## config.mk

```make
export PLATFORM = sky130hd
export DESIGN_NAME = nibble_mayor_serial
export DESIGN_NICKNAME = d
export VERILOG_FILES = /design/src/rtl/nibble_mayor_serial_pkg.sv /design/src/rtl/nibble_mayor_serial.sv
export SDC_FILE = /design/constraint.sdc
export NUM_CORES = 1
export LEC_CHECK = 0
export ABC_AREA = 1
export CORE_UTILIZATION = 30
export CTS_CLUSTER_SIZE = 8
export DETAILED_ROUTE_END_ITERATION = 10
export SLEW_MARGIN = 20
export SYNTH_ARGS = -nofsm -noshare
export SYNTH_HDL_FRONTEND = slang
export SYNTH_SLANG_ARGS = --single-unit
```

## constraint.sdc

```tcl
create_clock -name clk -period 2.35 [get_ports clk]
set_clock_uncertainty 0.1 [all_clocks]
set_input_delay 0.3525 -clock clk [delete_from_list [all_inputs] [get_ports clk]]
set_output_delay 0.3525 -clock clk [all_outputs]
set_load 0.005 [all_outputs]
```

## src/rtl/nibble_mayor_serial_pkg.sv

```systemverilog
// Shared definitions for the bit-serial magnitude comparator: FSM state
// encoding and the default operand width.
package nibble_mayor_serial_pkg;

    localparam int DEFAULT_WIDTH = 4;

    typedef enum logic [1:0] {
        IDLE = 2'd0,
        SCAN = 2'd1,
        DONE = 2'd2
    } state_t;

endpackage

```

## src/rtl/nibble_mayor_serial.sv

```systemverilog
// Bit-serial, MSB-first magnitude comparator. Accepts one operand pair over
// valid/ready, walks the bits from the MSB down, and stops at the first bit
// that differs. Returns the larger operand, a B-wins flag, an equal flag and
// the number of bits examined.
module nibble_mayor_serial
    import nibble_mayor_serial_pkg::*;
#(
    parameter int WIDTH = DEFAULT_WIDTH,
    parameter int IDX_W = $clog2(WIDTH)
) (
    input  logic               clk,
    input  logic               reset,
    input  logic               in_valid,
    output logic               in_ready,
    input  logic [WIDTH-1:0]   in_a,
    input  logic [WIDTH-1:0]   in_b,
    output logic               out_valid,
    input  logic               out_ready,
    output logic [WIDTH-1:0]   out_mayor,
    output logic               out_sel_b,
    output logic               out_iguales,
    output logic [IDX_W:0]     out_ciclos
);

    localparam logic [IDX_W-1:0] IDX_MSB = IDX_W'(WIDTH - 1);
    localparam logic [IDX_W-1:0] IDX_ONE = IDX_W'(1);
    localparam logic [IDX_W:0]   CNT_ONE = (IDX_W + 1)'(1);

    state_t             state;
    state_t             state_next;
    logic [WIDTH-1:0]   a_q;
    logic [WIDTH-1:0]   b_q;
    logic [IDX_W-1:0]   idx;
    logic [IDX_W:0]     cnt;
    logic               bit_differs;
    logic               last_bit;

    // The bit under examination this cycle decides whether the scan ends.
    assign bit_differs = a_q[idx] ^ b_q[idx];
    assign last_bit    = (idx == '0);

    // Ready is a pure decode of the state, so no path exists from out_ready.
    assign in_ready = (state == IDLE);

    // State register.
    always_ff @(posedge clk) begin
        // NOTE: sequential state uses non-blocking assignments so every
        // register samples pre-edge values regardless of statement order.
        if (reset) state <= IDLE;
        else       state <= state_next;
    end

    // Next-state decode: accept in IDLE, stop scanning at the first
    // differing bit or after bit 0, hand off once the consumer is ready.
    always_comb begin
        // NOTE: default first, so every path assigns state_next and no
        // latch is inferred.
        state_next = state;
        case (state)
            IDLE:    if (in_valid)                 state_next = SCAN;
            SCAN:    if (bit_differs || last_bit) state_next = DONE;
            DONE:    if (out_ready)                state_next = IDLE;
            default:                               state_next = IDLE;
        endcase
    end

    // Datapath: operand capture, bit index walk, and registered results.
    always_ff @(posedge clk) begin
        if (reset) begin
            // NOTE: the operand and index registers are a handful of flops,
            // so clearing them with the rest costs nothing and keeps the
            // post-reset state fully defined.
            a_q         <= '0;
            b_q         <= '0;
            idx         <= '0;
            cnt         <= '0;
            out_valid   <= 1'b0;
            out_mayor   <= '0;
            out_sel_b   <= 1'b0;
            out_iguales <= 1'b0;
            out_ciclos  <= '0;
        end else begin
            case (state)
                IDLE: begin
                    if (in_valid) begin
                        a_q <= in_a;
                        b_q <= in_b;
                        idx <= IDX_MSB;
                        cnt <= '0;
                    end
                end
                SCAN: begin
                    cnt <= cnt + CNT_ONE;
                    if (bit_differs) begin
                        out_valid   <= 1'b1;
                        out_sel_b   <= b_q[idx];
                        out_mayor   <= b_q[idx] ? b_q : a_q;
                        out_iguales <= 1'b0;
                        out_ciclos  <= cnt + CNT_ONE;
                    end else if (last_bit) begin
                        out_valid   <= 1'b1;
                        out_sel_b   <= 1'b0;
                        out_mayor   <= a_q;
                        out_iguales <= 1'b1;
                        out_ciclos  <= cnt + CNT_ONE;
                    end else begin
                        idx <= idx - IDX_ONE;
                    end
                end
                DONE: begin
                    if (out_ready) out_valid <= 1'b0;
                end
                default: out_valid <= 1'b0;
            endcase
        end
    end

endmodule
```

### Word-level counts from Yosys, hierarchy flattened

Cells that the tools add are included.

* $add $sub $neg: 2
* magnitude comparators: 1
* equality and inequality tests: 8
* mux-type cells: 26
* bitwise logic cells: 2
* reductions and logical operators: 11

Operator list (count)
* 2-bit 2-to-1 mux: 6
* 4-bit 2-to-1 mux: 3
* 2-bit inequality test (second input constant): 5
* 3-bit 2-to-1 mux: 3
* 1-bit 2-to-1 mux: 8
* 2-bit case mux with 3 select lines: 1
* 3-bit case mux with 2 select lines: 1
* 2-bit AND reduction: 3
* 3-bit AND reduction: 2
* 1-bit binary-select mux with 2-bit select: 2
* 2-bit zero test: 2
* 2-bit case mux with 2 select lines: 1
* 4-bit AND reduction: 1
* 2-bit nonzero test: 2
* 3-bit by 1-bit adder with 3-bit output (second input constant): 1
* 2-bit by 3-bit less-than comparator with 1-bit output (second input constant): 1
* 3-bit inequality test (second input constant): 1
* 1-bit case mux with 3 select lines: 1
* 2-bit by 1-bit equality test with 1-bit output (second input constant): 1
* 2-bit equality test (second input constant): 1
* 2-bit by 1-bit subtractor with 2-bit output (second input constant): 1
* 1-bit logical OR: 1
* 1-bit NOT: 1
* 1-bit XOR: 1

* bits in registers: 25
* logic and storage cells: 60

### Depth between registers and ports, before layout

* depth in word-level cells: 6
* depth in mapped cells: 11
* depth with buffers taken out: 11

### Worst setup path after synthesis

No wires, ideal clock.

* kind: reg-to-reg
* from: register idx[0]
* to: register out_mayor[1]
* setup time: 0.109 ns
* arrival time: 1.670 ns
* required time: 2.141 ns
* path slack: 0.471 ns
* cell stages (with the launch flop): 11
* buffers on the path: 1
* period minus slack after synthesis: 1.879 ns
* cells stage by stage: dfxtp_1 > inv_2 > nand2_1 > nand3_1 > and2_1 > ha_1 > a21oi_4 > buf_6 > nand3_1 > nand2_1 > inv_1

* longest elaborated chain between the ends: 5
* elaborated cells on any way between the ends: 10

RTL lines
* start: declaration: RTL line nibble_mayor_serial.sv:33 `logic [IDX_W-1:0] idx;`
* start signal: assignment: RTL line nibble_mayor_serial.sv:107 `idx <= idx - IDX_ONE;`
* 1-bit binary-select mux with 2-bit select (on tied branches): RTL line nibble_mayor_serial.sv:39, nibble_mayor_serial.sv:97
* 1-bit 2-to-1 mux (on tied branches): RTL line nibble_mayor_serial.sv:39, nibble_mayor_serial.sv:97
* 1-bit XOR: RTL line nibble_mayor_serial.sv:39 `assign bit_differs = a_q[idx] ^ b_q[idx];`
* 2-bit nonzero test (no source line)
* 2-bit AND reduction (no source line)
* end signal: assignment: RTL line nibble_mayor_serial.sv:97 `out_mayor <= b_q[idx] ? b_q : a_q;`
* end signal: assignment: RTL line nibble_mayor_serial.sv:103 `out_mayor <= a_q;`
* end: declaration: RTL line nibble_mayor_serial.sv:19 `output logic [WIDTH-1:0] out_mayor,`

Several ways; a longest one is shown, not always the timed one. The select of a mux whose other input is x is not followed.
A chain may end at the register's enable or synchronous reset.

### Worst setup path in the final report

* from: register idx[0]
* to: register out_iguales

* longest elaborated chain between the ends: 5
* elaborated cells on any way between the ends: 9

RTL lines
* 1-bit binary-select mux with 2-bit select: RTL line nibble_mayor_serial.sv:39
* 1-bit 2-to-1 mux (implied by the code): RTL line nibble_mayor_serial.sv:39
* 1-bit XOR: RTL line nibble_mayor_serial.sv:39
* 2-bit nonzero test (no source line)
* 2-bit AND reduction (no source line)
* end signal: assignment: RTL line nibble_mayor_serial.sv:80 `out_iguales <= 1'b0;`
* end signal: assignment: RTL line nibble_mayor_serial.sv:98 `out_iguales <= 1'b0;`
* end signal: assignment: RTL line nibble_mayor_serial.sv:104 `out_iguales <= 1'b1;`
* end: declaration: RTL line nibble_mayor_serial.sv:21 `output logic out_iguales,`

Several ways; a longest one is shown, not always the timed one. The select of a mux whose other input is x is not followed.

==> impl_metrics.json <==
{
  "ys_seq_elements": 25,
  "drc_errors": 0,
  "first_iter_violations": 66,
  "relSlewSlack_pct": 78.7,
  "die_width_um": 62.5,
  "antennaDiodeCount": 0,
  "start_kind": "register",
  "antenna_left": 0,
  "wl_per_cell_um": 10.6,
  "netlist_area_sq_um": 1100,
  "synth_top_family_by_area": "simple AND/OR/NAND/NOR gates",
  "fillers": 377,
  "wirelength_um": 2320,
  "crit_buf_inv": 2,
  "seq_area_frac_synth_pct": 45.6,
  "drv_cap": 0,
  "min_path_type": "register to register",
  "num_rows": 21,
  "crit_chain": "inv_2, nand2_1, nand3_1, and2_1, ha_1, a21oi_4, buf_4, nor2_1, a211oi_2",
  "preCtsSetupSlack_ns": 0.235,
  "area_growth_pct": 29.3,
  "slowest_stage": "dfxtp_1",
  "synth_mux_area_share_pct": 0,
  "vias": 995,
  "synth.area.top_cells": "dfxtp_1 (46%), nor2_1 (11%), nand2_1 (7.9%), o21ai_0 (5.5%), a21oi_1 (4.1%)",
  "core_sq_um": 3420,
  "slowest_delay_ns": 0.44,
  "cp-end-kind": "register",
  "critPathRequiredTime_ns": 2.51,
  "dieHeight_um": 62.5,
  "grt-ovfl-total": 0,
  "final_cell_mix": "nor2_1 (32), dfxtp_1 (25), nand2_1 (23), clkdlybuf4s50_1 (22), o21ai_0 (12)",
  "drtPass1Iterations": 4,
  "vias_per_cell": 4.56,
  "dpl.hpwl_um": 1800,
  "crit_family": "simple AND/OR/NAND/NOR gates",
  "htree_levels": 1,
  "path_clk_slew_ns": 0.14,
  "port-buffer-count": 22,
  "syn_area_per_cell_sq_um": 7.52,
  "ctsHoldBuffers": 0,
  "status": "completed",
  "cts_sinks": 25,
  "reg2reg_slack_ns": 0.24,
  "worst_pin_slew_ns": 0.319,
  "cts_buffers": 3,
  "period_minus_slack_ns": 2.11,
  "track_usage_pct": 12.8,
  "ys_types": 23,
  "post-route-period-util_pct": 89.7,
  "syn_inst": 146,
  "synthDominantCellAreaShare_pct": 45.6,
  "clk_latency_ns": 0.32,
  "fmax_mhz": 474,
  "antenna_found_initial": 0,
  "drive_gt1_share_pct": 11.0,
  "path_class": "register to register",
  "synth-adder-area-share_pct": 3.42,
  "grt_pass1_vias": 993,
  "finalNetCount": 188,
  "yosys_warnings": 0,
  "clock_path_buffers": 2,
  "rsz0062_at_grt": "false",
  "syn_nets": 161,
  "powerDensity_nw_per_um2": 1060,
  "synth_top_area_cell": "dfxtp_1",
  "finalSetupViolations": 0,
  "arrival_ns": 2.27,
  "root_buffer": "clkbuf_4",
  "hold_viol_final": 0,
  "synthXorXnorAreaFrac_pct": 0.798,
  "ioPinCount": 23,
  "synth-simple-area-share_pct": 28.2,
  "cts_tree": "built",
  "peakVddDrop_mv": 0.362,
  "start_util_pct": 32.1,
  "grt_max_degree": 15,
  "synth_compound_area_share_pct": 15.2,
  "critical_path_peak_fanout": 7,
  "fin_setup_tns_ns": 0,
  "finalPower_mw": 1.51,
  "layout_commonest_cell": "nor2_1",
  "grt_pass1_wl_um": 4060,
  "leakagePower_nw": 0.591,
  "setup_slack_ns": 0.241,
  "drv_slew": 0,
  "die_area_sq_um": 3900,
  "gp_congestion": 0.794
}
==> through the flow <==
| stage | cells | hold WS (ns) | area (sq um) | util, % |
|---|---|---|---|---|
| finish | 218 | 0.382 | 1420 | 41.5 |
| global route | 218 | 0.414 | 1420 | 41.5 |
| CTS | 217 | 0.382 | 1400 | 41.0 |
| detailed placement | 213 | 0.363 | 1370 | 40.1 |
| global placement | 213 | 0.353 | 1370 | 40.1 |
| floorplan | 146 | 0.343 | 1100 | - |
==> area by class of cell <==
type / instances / area, sq um / share of cell area, %
Clock buffer: 3 / 22.5 / 1.59
Clock inverter: 1 / 5.00 / 0.353
Inverter: 15 / 56.3 / 3.97
Multi-Input combinational cell: 103 / 522 / 36.8
Sequential cell: 25 / 500 / 35.3
Tap cell: 46 / 57.6 / 4.06
Timing Repair Buffer: 25 / 255 / 18.0
==> power by group <==
| part | switching, mW | leakage, nW | internal, mW |
|---|---|---|---|
| registers | 0.0775 | 0.206 | 0.531 |
| clock network | 0.131 | 0.0177 | 0.0638 |
| logic | 0.388 | 0.367 | 0.316 |
| total | 0.597 | 0.591 | 0.911 |
==> state kept, by name, summed over array words and instances, names as in the netlist <==
name / cells
a_q: 4
b_q: 4
out_mayor: 4
cnt: 3
out_ciclos: 3
idx: 2
state: 2
out_iguales: 1
out_sel_b: 1
out_valid: 1
==> timing repair <==
| action | CTS | global route |
|---|---|---|
| endpoints found under the setup margin | 0 | 2 |
| gates resized for setup | 0 | 1 |
| buffers inserted | 0 | 1 |
==> logic make-up (layout without fill, tap and decap cells) <==
logic type      count (synthesis)  after routing
fa+ha+maj                       3              3
simple gates                   72             72
compound gates                 27             27
flops                          25             25
buf+inv                        18             44
xor+xnor                        1              1
==> worst paths after layout <==
path	start	to	cells past startpoint
max	idx[0]	out_iguales	9
min	cnt[1]	cnt[1]	2
max reg2reg	idx[0]	out_iguales	9
min reg2reg	cnt[1]	cnt[1]	2
==> synthesized netlist by cell type (all sizes together) <==
library cell	count
dfxtp	25
a21oi	10
buf	2
clkbuf	1
and2	1
nor2	34
nand3	8
nand4	4
a211oi	2
nand3b	1
o21ai	14
xor2	1
ha	3
a32o	1
inv	15
nand2	24
==> per-layer routing <==
metal	vias up	GRT usage (%)	wire (um)
met5	-	0	0
met4	0	4.94	14
met3	2	2.74	79
met2	25	23.8	1160
met1	444	14.1	1070
li1	524	-	-
==> worst register-to-register path, cell delays in order, from the launching register on <==
cell	delay, ns
dfxtp_1	0.44
inv_2	0.09
nand2_1	0.07
nand3_1	0.17
and2_1	0.22
ha_1	0.36
a21oi_4	0.23
buf_4	0.18
nor2_1	0.05
a211oi_2	0.14
(Power assumes the default switching activity.)
==> RTL edit: new RTL, config.mk and constraints unchanged <==
Reset style: asynchronous (`reset`), changed in 2 clocked blocks.
--- a/src/rtl/nibble_mayor_serial.sv
+++ b/src/rtl/nibble_mayor_serial.sv
@@ -44,5 +44,5 @@
 
     // State register.
-    always_ff @(posedge clk) begin
+    always_ff @(posedge clk or posedge reset) begin
         // NOTE: sequential state uses non-blocking assignments so every
         // register samples pre-edge values regardless of statement order.
@@ -66,5 +66,5 @@
 
     // Datapath: operand capture, bit index walk, and registered results.
-    always_ff @(posedge clk) begin
+    always_ff @(posedge clk or posedge reset) begin
         if (reset) begin
             // NOTE: the operand and index registers are a handful of flops,
Check against the original RTL: differs if reset is asserted again (counterexample within 4 cycles, from zero or initial values and one cycle with reset high); with reset held inactive, the same outputs for 10 cycles.
==> RTL edit against the original RTL <==
Sequential cell count unchanged; critical path type unchanged; design area up 6.3%; worst setup slack worse by 0.0060 ns; first-iteration DRC count is 23% lower; routed wire length decreased by 3.5%; area after synthesis grew 9.2%; total power rose by 46%.
==> RTL edit: results (changes against the original RTL) <==
max frequency: 473 MHz (-0.28%)
H-tree depth: 1 (unchanged)
routed vias: 923 (-7.2%)
kind of critical path: reg2reg
async set-reset flop share out of synthesis: 100% (+100 points)
crit-path leading delay family: simple AND/OR/NAND/NOR gates
Synth top cells by count: 27 x nand2_1, 25 x dfrtp_1, 14 x inv_1, 14 x nor2_1, 12 x a21oi_1
# port buffers: 22 (unchanged)
Post-DP HPWL: 1780 µm (-0.84%)
Avg Synthesized Cell Area: 9.01 µm² (+20%)
# diodes: 0 (unchanged)
crit path DAT: 2.18 ns (-0.09 ns)
LEAKAGE: 0.727 nW (+23%)
slowest CP cell: dfrtp_1
Worst Hold Class: in2async
Setup Fix Bufs, Post-CTS: 0 (unchanged)
yosys warns: 0 (unchanged)
# DRC: 0 (unchanged)
initial antenna violation count: 0 (unchanged)
vias in the first global route: 873 (-12%)
CTS buffer count: 3 (unchanged)
nets: 173 (-8.0%)
Reg-to-Reg Start: idx[0]
clock latency on the worst-skew pair: 0.27 ns (-0.05 ns)
Max IR drop VDD: 0.000598 V (+65%)
Post-Place Worst Slack: 0.226 ns (-0.00989 ns)
cell count of the worst reg-to-reg path: 12 (+3)
CTS Buffer Depth: 2 (unchanged)
max incr delay on CP: 0.48 ns (+0.04 ns)
Via density: 4.50 (-1.4%)
first-pass GRT wire length: 3860 µm (-5.1%)
Net Count, Synth: 148 (-8.1%)
RR Endpoint: out_valid
r2r setup slk: 0.24 ns
Synth cell types: 24 (+4.3%)
fill count: 397 (+5.3%)
largest net degree at the start of global routing: 26 (+11)
DRT Pass-1 Iters: 4 (unchanged)
Max Fanout on Critical Path: 14 (+7)
RePlAce Congestion: 0.780 (-1.8%)
Top Registers: a_q (4), b_q (4), out_mayor (4)
First DRT Iteration DRCs: 51 (-23%)
cts repair resizes: 0 (unchanged)
final hold viol count: 0 (unchanged)
Seq/Total Area, Yosys: 52.2% (+6.6 points)
Least-Margin Pin Slew: 0.359 ns (+0.0399 ns)
placed cell count: 201 (-5.6%)
clk slew on worst S/H paths: 0.09 ns (-0.05 ns)
crit path from: idx[0]
layout cells sized above 1: 14.0% (+3.0 points)
Root Driver: clkbuf_8
Most used DFF post-synth: dfrtp_1
WL/cell: 10.9 µm (+2.6%)
WP buf/inv: 3 (+1)
Tot GR Track Use: 11.6% (-1.2 points)
synth top area cells: dfrtp_1 52%, nand2_1 8.5%, a21oi_1 5.0%
status: finished, final reports clean
==> RTL edit: power breakdown <==
group,internal (W),switching (W)
combinational,0.000492,0.000711
sequential,0.000628,0.000123
clock,0.000120,0.000134
total,0.00124,0.000968
==> RTL edit: how the worst min path moves through the flow <==
stage                             from           end
final                            reset  out_mayor[1]
after floorplan                  reset        a_q[0]
after CTS                        reset  out_mayor[1]
after detailed placement  out_mayor[2]  out_mayor[2]
after global routing             reset  out_mayor[2]
after global placement       out_sel_b     out_sel_b
==> RTL edit: kinds of logic after synthesis <==
| logic type | after synthesis | share of synthesized area (%) |
|---|---|---|
| DFF | 25 | 52.2 |
| and+or+nand+nor | 62 | 25.8 |
| xor gates and xnor gates | 1 | 0.731 |
| AOI/OAI and AO/OA | 22 | 10.4 |
| buffers and inverters | 20 | 7.72 |
| adders and majority gates | 3 | 3.13 |
==> RTL edit: tightest hold or removal path: stages <==
cell	delay, ns
clkdlybuf4s50_1	0.39
inv_1	0.05
buf_4	0.30
==> RTL edit: cell type report <==
cell class	count	area (µm²)	share of cell area [%]
well taps	48	60.1	3.98
inverters	17	66.3	4.39
clock buffers	3	41.3	2.74
clock inverters	1	7.51	0.498
repair buffers	23	228	15.1
flip-flops and latches	25	626	41.5
multi-input cells	88	480	31.8
==> RTL edit: through the flow <==
step	cell area (µm²)	utilization, %	hold slack (ns)
final	1510	40.3	0.327
after floorplan	1200	-	0.280
after global routing	1510	40.3	0.374
after CTS	1510	40.3	0.342
after detailed placement	1460	39.0	0.368
after global placement	1460	39.0	0.363
==> RTL edit: layer usage <==
| layer | vias to the layer above | part of all wire (%) | GRT usage [%] |
|---|---|---|---|
| met5 | - | 0 | 0 |
| met4 | 0 | 0.63 | 1.63 |
| met3 | 2 | 4.4 | 3.65 |
| met2 | 19 | 46 | 19.2 |
| met1 | 430 | 49 | 15.1 |
| li1 | 472 | - | - |
